File: config.mk
export PLATFORM = sky130hd
export DESIGN_NAME = dds_sweep_ctrl
export DESIGN_NICKNAME = d
export VERILOG_FILES = /design/src/rtl/dds_sweep_ctrl.sv
export SDC_FILE = /design/constraint.sdc
export NUM_CORES = 1
export LEC_CHECK = 0
export ABC_AREA = 1
export CORE_MARGIN = 2
export CORE_UTILIZATION = 50
export CTS_CLUSTER_DIAMETER = 150
export DETAILED_ROUTE_END_ITERATION = 10
export PLACE_DENSITY = 0.75
export SYNTH_ARGS = -nofsm -noshare
export SYNTH_HDL_FRONTEND = slang
export SYNTH_SLANG_ARGS = --single-unit
File: constraint.sdc
create_clock -name clk -period 3.5 [get_ports clk]
set_clock_uncertainty 0.05 [all_clocks]
set_input_delay 0.525 -clock clk [delete_from_list [all_inputs] [get_ports clk]]
set_output_delay 0.525 -clock clk [all_outputs]
set_load 0.01 [all_outputs]
File: src/rtl/dds_sweep_ctrl.sv
// Linear frequency-sweep controller for a DDS phase accumulator.
// Steps freq_word from f_start to f_stop by f_step, holding each value for dwell cycles.
module dds_sweep_ctrl #(
    parameter int unsigned FW_WIDTH = 32,
    parameter int unsigned DW_WIDTH = 16
) (
    input  logic                clk,
    input  logic                rst,
    input  logic                start,
    input  logic                stop,
    input  logic                repeat_mode,
    input  logic [FW_WIDTH-1:0] f_start,
    input  logic [FW_WIDTH-1:0] f_stop,
    input  logic [FW_WIDTH-1:0] f_step,
    input  logic [DW_WIDTH-1:0] dwell,
    output logic [FW_WIDTH-1:0] freq_word,
    output logic                freq_valid,
    output logic                busy,
    output logic                done,
    output logic                err
);

    typedef enum logic [1:0] {StIdle, StRun, StDone} state_e;

    state_e              state_q, state_d;
    logic [FW_WIDTH-1:0] freq_q, freq_d;
    logic                valid_q, valid_d;
    logic                err_q, err_d;
    logic [DW_WIDTH-1:0] cnt_q, cnt_d;
    logic [FW_WIDTH-1:0] f_start_q, f_start_d;
    logic [FW_WIDTH-1:0] f_stop_q, f_stop_d;
    logic [FW_WIDTH-1:0] f_step_q, f_step_d;
    logic [DW_WIDTH-1:0] dwell_q, dwell_d;
    logic                repeat_q, repeat_d;

    logic [FW_WIDTH:0]   cand;
    logic                out_of_range;
    logic [DW_WIDTH-1:0] dwell_eff;

    // Extra carry bit catches wrap-around past the top of the word range.
    assign cand         = {1'b0, freq_q} + {1'b0, f_step_q};
    assign out_of_range = cand[FW_WIDTH] || (cand[FW_WIDTH-1:0] > f_stop_q);
    assign dwell_eff    = (dwell == '0) ? DW_WIDTH'(1) : dwell;

    always_comb begin
        state_d   = state_q;
        freq_d    = freq_q;
        valid_d   = 1'b0;
        err_d     = 1'b0;
        cnt_d     = cnt_q;
        f_start_d = f_start_q;
        f_stop_d  = f_stop_q;
        f_step_d  = f_step_q;
        dwell_d   = dwell_q;
        repeat_d  = repeat_q;
        unique case (state_q)
            StIdle: begin
                if (start && !stop) begin
                    if ((f_step == '0) || (f_start > f_stop)) begin
                        err_d = 1'b1;
                    end else begin
                        f_start_d = f_start;
                        f_stop_d  = f_stop;
                        f_step_d  = f_step;
                        dwell_d   = dwell_eff;
                        repeat_d  = repeat_mode;
                        freq_d    = f_start;
                        valid_d   = 1'b1;
                        cnt_d     = dwell_eff - DW_WIDTH'(1);
                        state_d   = StRun;
                    end
                end
            end
            StRun: begin
                if (stop) begin
                    state_d = StIdle;
                end else if (cnt_q == '0) begin
                    if (!out_of_range) begin
                        freq_d  = cand[FW_WIDTH-1:0];
                        valid_d = 1'b1;
                        cnt_d   = dwell_q - DW_WIDTH'(1);
                    end else if (repeat_q) begin
                        freq_d  = f_start_q;
                        valid_d = 1'b1;
                        cnt_d   = dwell_q - DW_WIDTH'(1);
                    end else begin
                        state_d = StDone;
                    end
                end else begin
                    cnt_d = cnt_q - DW_WIDTH'(1);
                end
            end
            StDone: begin
                state_d = StIdle;
            end
            default: begin
                state_d = StIdle;
            end
        endcase
    end

    always_ff @(posedge clk) begin
        if (rst) begin
            state_q   <= StIdle;
            freq_q    <= '0;
            valid_q   <= 1'b0;
            err_q     <= 1'b0;
            cnt_q     <= '0;
            f_start_q <= '0;
            f_stop_q  <= '0;
            f_step_q  <= '0;
            dwell_q   <= '0;
            repeat_q  <= 1'b0;
        end else begin
            state_q   <= state_d;
            freq_q    <= freq_d;
            valid_q   <= valid_d;
            err_q     <= err_d;
            cnt_q     <= cnt_d;
            f_start_q <= f_start_d;
            f_stop_q  <= f_stop_d;
            f_step_q  <= f_step_d;
            dwell_q   <= dwell_d;
            repeat_q  <= repeat_d;
        end
    end

    assign freq_word  = freq_q;
    assign freq_valid = valid_q;
    assign busy       = (state_q == StRun);
    assign done       = (state_q == StDone);
    assign err        = err_q;

endmodule

## Word-level counts from Yosys, hierarchy flattened

Index checks and enable logic that the tools add are counted.

| word-level totals | value |
|---|---|
| output and inout bits | 36 |
| register bits | 165 |
| word-level logic and storage cells | 74 |

| cells by class | value |
|---|---|
| bitwise gates (word level) | 3 |
| reduce and logical (&&, ||, !) cells | 14 |
| magnitude comparators | 2 |
| add/subtract/negate cells | 4 |
| muxes and demuxes | 30 |
| equal/unequal tests | 11 |

Operator list:

| cell | count |
|---|---|
| 32-bit 2-to-1 mux | 6 |
| 16-bit 2-to-1 mux | 7 |
| 32-bit greater-than comparator | 2 |
| 32-bit one-hot mux with 2 select lines | 1 |
| 16-bit by 1-bit subtractor with 16-bit output (second input constant) | 3 |
| 32-bit by 32-bit adder with 33-bit output | 1 |
| 16-bit zero test | 2 |
| 32-bit zero test | 1 |
| 16-bit one-hot mux with 2 select lines | 1 |
| 2-bit 2-to-1 mux | 6 |
| 5-bit AND reduction | 2 |
| 1-bit 2-to-1 mux | 7 |
| 2-bit != test (second input constant) | 3 |
| 3-bit by 2-bit != test with 1-bit output (second input constant) | 2 |
| 3-bit != test (second input constant) | 2 |
| 6-bit AND reduction | 1 |
| 4-bit != test (second input constant) | 1 |
| 2-bit one-hot mux with 2 select lines | 1 |
| 1-bit inverter | 3 |
| 3-bit AND reduction | 1 |
| 3-bit OR reduction | 1 |
| 2-bit by 1-bit equality test with 1-bit output (second input constant) | 1 |
| 2-bit equality test (second input constant) | 1 |
| 2-bit zero test | 1 |
| other kinds (6) | 7 |

## Depth between registers and ports, before layout

Gate-level depths: netlist of the first run.

| depth | value |
|---|---|
| word-level depth | 7 |
| mapped depth | 30 |
| mapped depth without buffers | 28 |

## Worst setup path before layout of the first run

Ideal clock, no wire load.

| path | value |
|---|---|
| path kind | register to register |
| start | register freq_q[0] (netlist: freq_word[0]) |
| end | register freq_q[10] (netlist: freq_word[10]) |
| path buffers | 2 |
| arrival time | 3.423 ns |
| period minus slack after synthesis | 3.586 ns |
| cell stages (with the launch flop) | 27 |
| library setup time | 0.113 ns |
| path slack | -0.086 ns |
| path through | dfxtp_1 > ha_1 > fa_1 > nand3_1 > nand3_1 > nand2_1 > nand2_1 > nand2_1 > nand2_1 > nand2_1 > nand3b_1 > nand2_1 > inv_1 > ha_1 > nand2_1 > nor2_1 > nand2_1 > nor4_2 > nand3b_1 > nand2_1 > nand2_2 > a21oi_1 > nand2_1 > buf_6 > buf_2 > nor2_1 > nor2_1 |

| on the way | value |
|---|---|
| longest elaborated chain between the ends | 7 |

Ends and longest elaborated chain:

| item | line | RTL |
|---|---|---|
| from (decl) | 26 | `logic [FW_WIDTH-1:0] freq_q, freq_d;` |
| from (signal assigned) | 116 | `freq_q <= freq_d;` |
| 32-bit by 32-bit adder with 33-bit output * | 41 | `assign cand = {1'b0, freq_q} + {1'b0, f_step_q};` |
| 32-bit greater-than comparator | 42 | `assign out_of_range = cand[FW_WIDTH] \|\| (cand[FW_WIDTH-1:0] > f_stop_q);` |
| 1-bit logical OR | 42 |  |
| 32-bit 2-to-1 mux | 78 | `if (!out_of_range) begin` |
| 32-bit 2-to-1 mux | 77 | `end else if (cnt_q == '0) begin` |
| 32-bit 2-to-1 mux | 75 | `if (stop) begin` |
| 32-bit one-hot mux with 2 select lines | 56 | `unique case (state_q)` |

Mark *: on every way between the ends. The rest lies on a longest branch, timed or not. The select of a mux whose other input is x is not followed.
A chain may end at the register's enable or synchronous reset.

## Worst setup path after layout of the first run

| path | value |
|---|---|
| start | register f_step_q[14] |
| end | register freq_q[15] (netlist: freq_word[15]) |

| on the way | value |
|---|---|
| longest elaborated chain between the ends | 7 |

Ends and longest elaborated chain:

| item | line | RTL |
|---|---|---|
| from (decl) | 32 | `logic [FW_WIDTH-1:0] f_step_q, f_step_d;` |
| from (signal assigned) | 122 | `f_step_q <= f_step_d;` |
| 32-bit by 32-bit adder with 33-bit output * | 41 |  |
| 32-bit greater-than comparator | 42 |  |
| 1-bit logical OR | 42 |  |
| 32-bit 2-to-1 mux | 78 |  |
| 32-bit 2-to-1 mux | 77 |  |
| 32-bit 2-to-1 mux | 75 |  |
| 32-bit one-hot mux with 2 select lines | 56 |  |

Marked as above.

==> results.json, run 1 <==
{
  "gp_congestion": 0.9463,
  "crit_path_end_kind": "register",
  "p_per_area_nw_per_um2": 424.8,
  "die_w_um": 158.2,
  "syn-instance-count": 1975,
  "setup_violations": 51,
  "synth_fp_nets": 2190,
  "first_global_vias": 12950,
  "synthTopCellsByCount": "nand2_1 (562), inv_1 (354), nor2_1 (218)",
  "status": "finished with violations",
  "required_ps": 3770,
  "drt_first_pass_iters": 6,
  "synth_edf_count": 0,
  "yosysTopAreaCellShare_pct": 27.78,
  "grt_max_degree": 83,
  "hp-class": "register to register",
  "timing.fmax_ghz": 0.2543,
  "antenna_found_initial": 0,
  "first_iter_violations": 1122,
  "finalInstanceArea_um2": 16830,
  "dpl.hpwl_um": 29700,
  "grt_overflow": 0,
  "power.leakage_nw": 8.345,
  "synth-main-ff-cell": "dfxtp_1",
  "netlist_top_cells_area": "dfxtp_1 (28%), nand2_1 (18%), inv_1 (11%)",
  "violations": "negative setup slack",
  "synth_top_cell_by_area": "dfxtp_1",
  "cp_num_buf_inv": 4,
  "finalHoldViolCount": 0,
  "slew_headroom_pct": 57.45,
  "worst_pin_slew_ps": 637.6,
  "cts_tree": "yes",
  "final_net_count": 2469,
  "post-route-period-util_pct": 112.3,
  "dieArea_um2": 25030,
  "tns_ps": -16430,
  "rows": 56,
  "io_pins": 153,
  "ys.warnings.count": 0,
  "grt_pass1_wl_um": 64250,
  "seq_area_um2": 3344,
  "seq_area_frac_synth_pct": 27.78,
  "path_class": "register to register",
  "ant_nets": 0,
  "placed_cell_area_um2": 14740,
  "synthArstFlopShare_pct": 0,
  "synth.avg_cell_area_um2": 6.021,
  "path_delay_family": "simple AND/OR/NAND/NOR gates",
  "fin_hold_ws_ps": 397.9,
  "coreArea_um2": 23400,
  "syn_area_um2": 11890,
  "via_per_inst": 5.353,
  "io_buffers": 152,
  "drive_gt1_share_pct": 20.20,
  "clkTransAtPathRegs_ps": 70,
  "cts_buffer_depth": 2,
  "grt_use_total_pct": 32.86,
  "critPathLaunchType": "register",
  "multiInputGateArea_um2": 7976,
  "die_height_um": 158.2,
  "cpPeakStageDelay_ps": 340,
  "setup_ws_ps": -431.9,
  "drv_cap": 0,
  "finalMaxSlewViolations": 0,
  "cts-root-buf": "clkbuf_16",
  "postCtsHoldBufs": 0,
  "n_fill_cell": 1857,
  "rsz0062_at_grt": "true",
  "synthMostInstantiatedCell": "nand2_1",
  "path_max_fanout": 7,
  "avgRoutedWirePerCell_um": 16.63,
  "drc": 0,
  "slowest_stage": "dfxtp_2",
  "fin_crit_ps": 3932,
  "ir_drop_v": 0.0003131,
  "insertion_delay_ps": 440,
  "total_power_mw": 7.150,
  "num_vias": 13840,
  "cp.arrival_ps": 4200,
  "start_util_pct": 50.81,
  "ys_ff_latch": 165,
  "antenna_cells": 0,
  "wl_um": 43010,
  "cts_buffers": 17,
  "htreeDepth": 4,
  "yosysUniqueCellTypes": 34,
  "crit_top_cell": "nand2_1",
  "clkSinkCount": 165,
  "area_growth_syn_to_layout_pct": 41.56
}
worst paths after layout:
kind / end / slack [ps] / cells after the start / from
max: freq_word[15] / -430 / 26 / f_step_q[14]
min: dwell_q[0] / 400 / 2 / dwell_q[0]
max reg2reg: freq_word[15] / -430 / 26 / f_step_q[14]
min reg2reg: dwell_q[0] / 400 / 2 / dwell_q[0]
per-layer routing:
| metal | track usage (%) | wire, um | up-vias | part of all wire, % |
|---|---|---|---|---|
| li1 | - | - | 6690 | - |
| met1 | 41.76 | 17280 | 6275 | 40 |
| met2 | 55.38 | 20050 | 716 | 47 |
| met3 | 6.296 | 3916 | 162 | 9.1 |
| met4 | 12.05 | 1754 | 0 | 4.1 |
| met5 | 0 | 0 | - | 0 |
sequential cells by signal, summed over array words and instances, names as in the netlist:
signal	count
state_q	2
freq_word	32
repeat_q	1
dwell_q	16
err	1
freq_valid	1
cnt_q	16
f_stop_q	32
f_step_q	32
f_start_q	32
report_power, final:
group / total (mW) / switching [mW] / leakage [nW] / internal [mW]
combinational: 3.11 / 1.68 / 6.70 / 1.44
clock: 1.90 / 0.894 / 0.275 / 1.00
sequential: 2.14 / 0.104 / 1.37 / 2.04
total: 7.15 / 2.68 / 8.34 / 4.47
cell type report:
| cell class | count | area share, % |
|---|---|---|
| Multi-Input combinational cell | 1376 | 47.38 |
| Sequential cell | 165 | 19.87 |
| Timing Repair Buffer | 332 | 18.92 |
| Inverter | 362 | 8.079 |
| Clock buffer | 18 | 2.549 |
| Tap cell | 319 | 2.371 |
| Clock inverter | 14 | 0.8325 |
what timing repair did:
action | CTS | global route
gates resized for setup | 171 | 111
pin swaps | 37 | 37
endpoints found under the setup margin | 51 | 51
setup buffers | 21 | 8
cloned | 4 | 2
kinds of logic (layout without fill, tap and decap cells):
group / count (synthesis) / after routing / share of synthesized area (%)
and+or+nand+nor: 944 / 944 / 32.51
buffers and inverters: 434 / 726 / 14.14
AOI/OAI and AO/OA: 311 / 311 / 13.50
DFF: 165 / 165 / 27.78
adders and majority gates: 98 / 98 / 10.37
xor gates and xnor gates: 23 / 23 / 1.694
cells in the final DEF, fill, tap and decap left out, drive strengths merged:
master / Yosys / final
buf: 26 / 178
ha: 97 / 97
xor2: 18 / 18
inv: 362 / 368
and2: 5 / 5
clkinv: 0 / 5
a21oi: 169 / 169
clkdlybuf4s50: 0 / 152
a21boi: 1 / 1
dfxtp: 165 / 165
bufinv: 0 / 1
o21a: 5 / 5
nand4: 11 / 11
clkinvlp: 0 / 2
xnor2: 5 / 5
o21ai: 127 / 127
nor2: 220 / 220
a21o: 4 / 4
a22oi: 1 / 1
nand3: 99 / 99
nand3b: 25 / 25
fa: 1 / 1
nand2: 566 / 566
nor4: 8 / 8
nor3: 10 / 10
clkbuf: 46 / 20
o21bai: 4 / 4
through the flow:
| stage | utilization [%] | worst slack (ps) | instances |
|---|---|---|---|
| finish | 71.93 | -431.9 | 2586 |
| global route | 71.93 | -563.6 | 2586 |
| CTS | 69.55 | -163.7 | 2576 |
| detailed placement | 62.97 | -366.2 | 2520 |
| global placement | 62.97 | -438.0 | 2520 |
| floorplan | - | 4.583 | 1975 |
tightest hold or removal path, delay by kind of cell, from the launching register on:
family,cells,cell delay [ps]
buffers and inverters,1,50
flip-flops,1,310
AO/OA/AOI/OAI,1,50
Note: power is estimated with default switching activity, not from simulation.
==> run 2: changes to the inputs <==
--- a/config.mk
+++ b/config.mk
@@ -6,6 +6,7 @@
 export NUM_CORES = 1
 export LEC_CHECK = 0
 export ABC_AREA = 1
+export ABC_CLOCK_PERIOD_IN_PS = 3500
 export CORE_MARGIN = 2
 export CORE_UTILIZATION = 50
 export CTS_CLUSTER_DIAMETER = 150
==> results of run 2 <==
No change in the layout: final DEF, timing and power equal those of run 1.
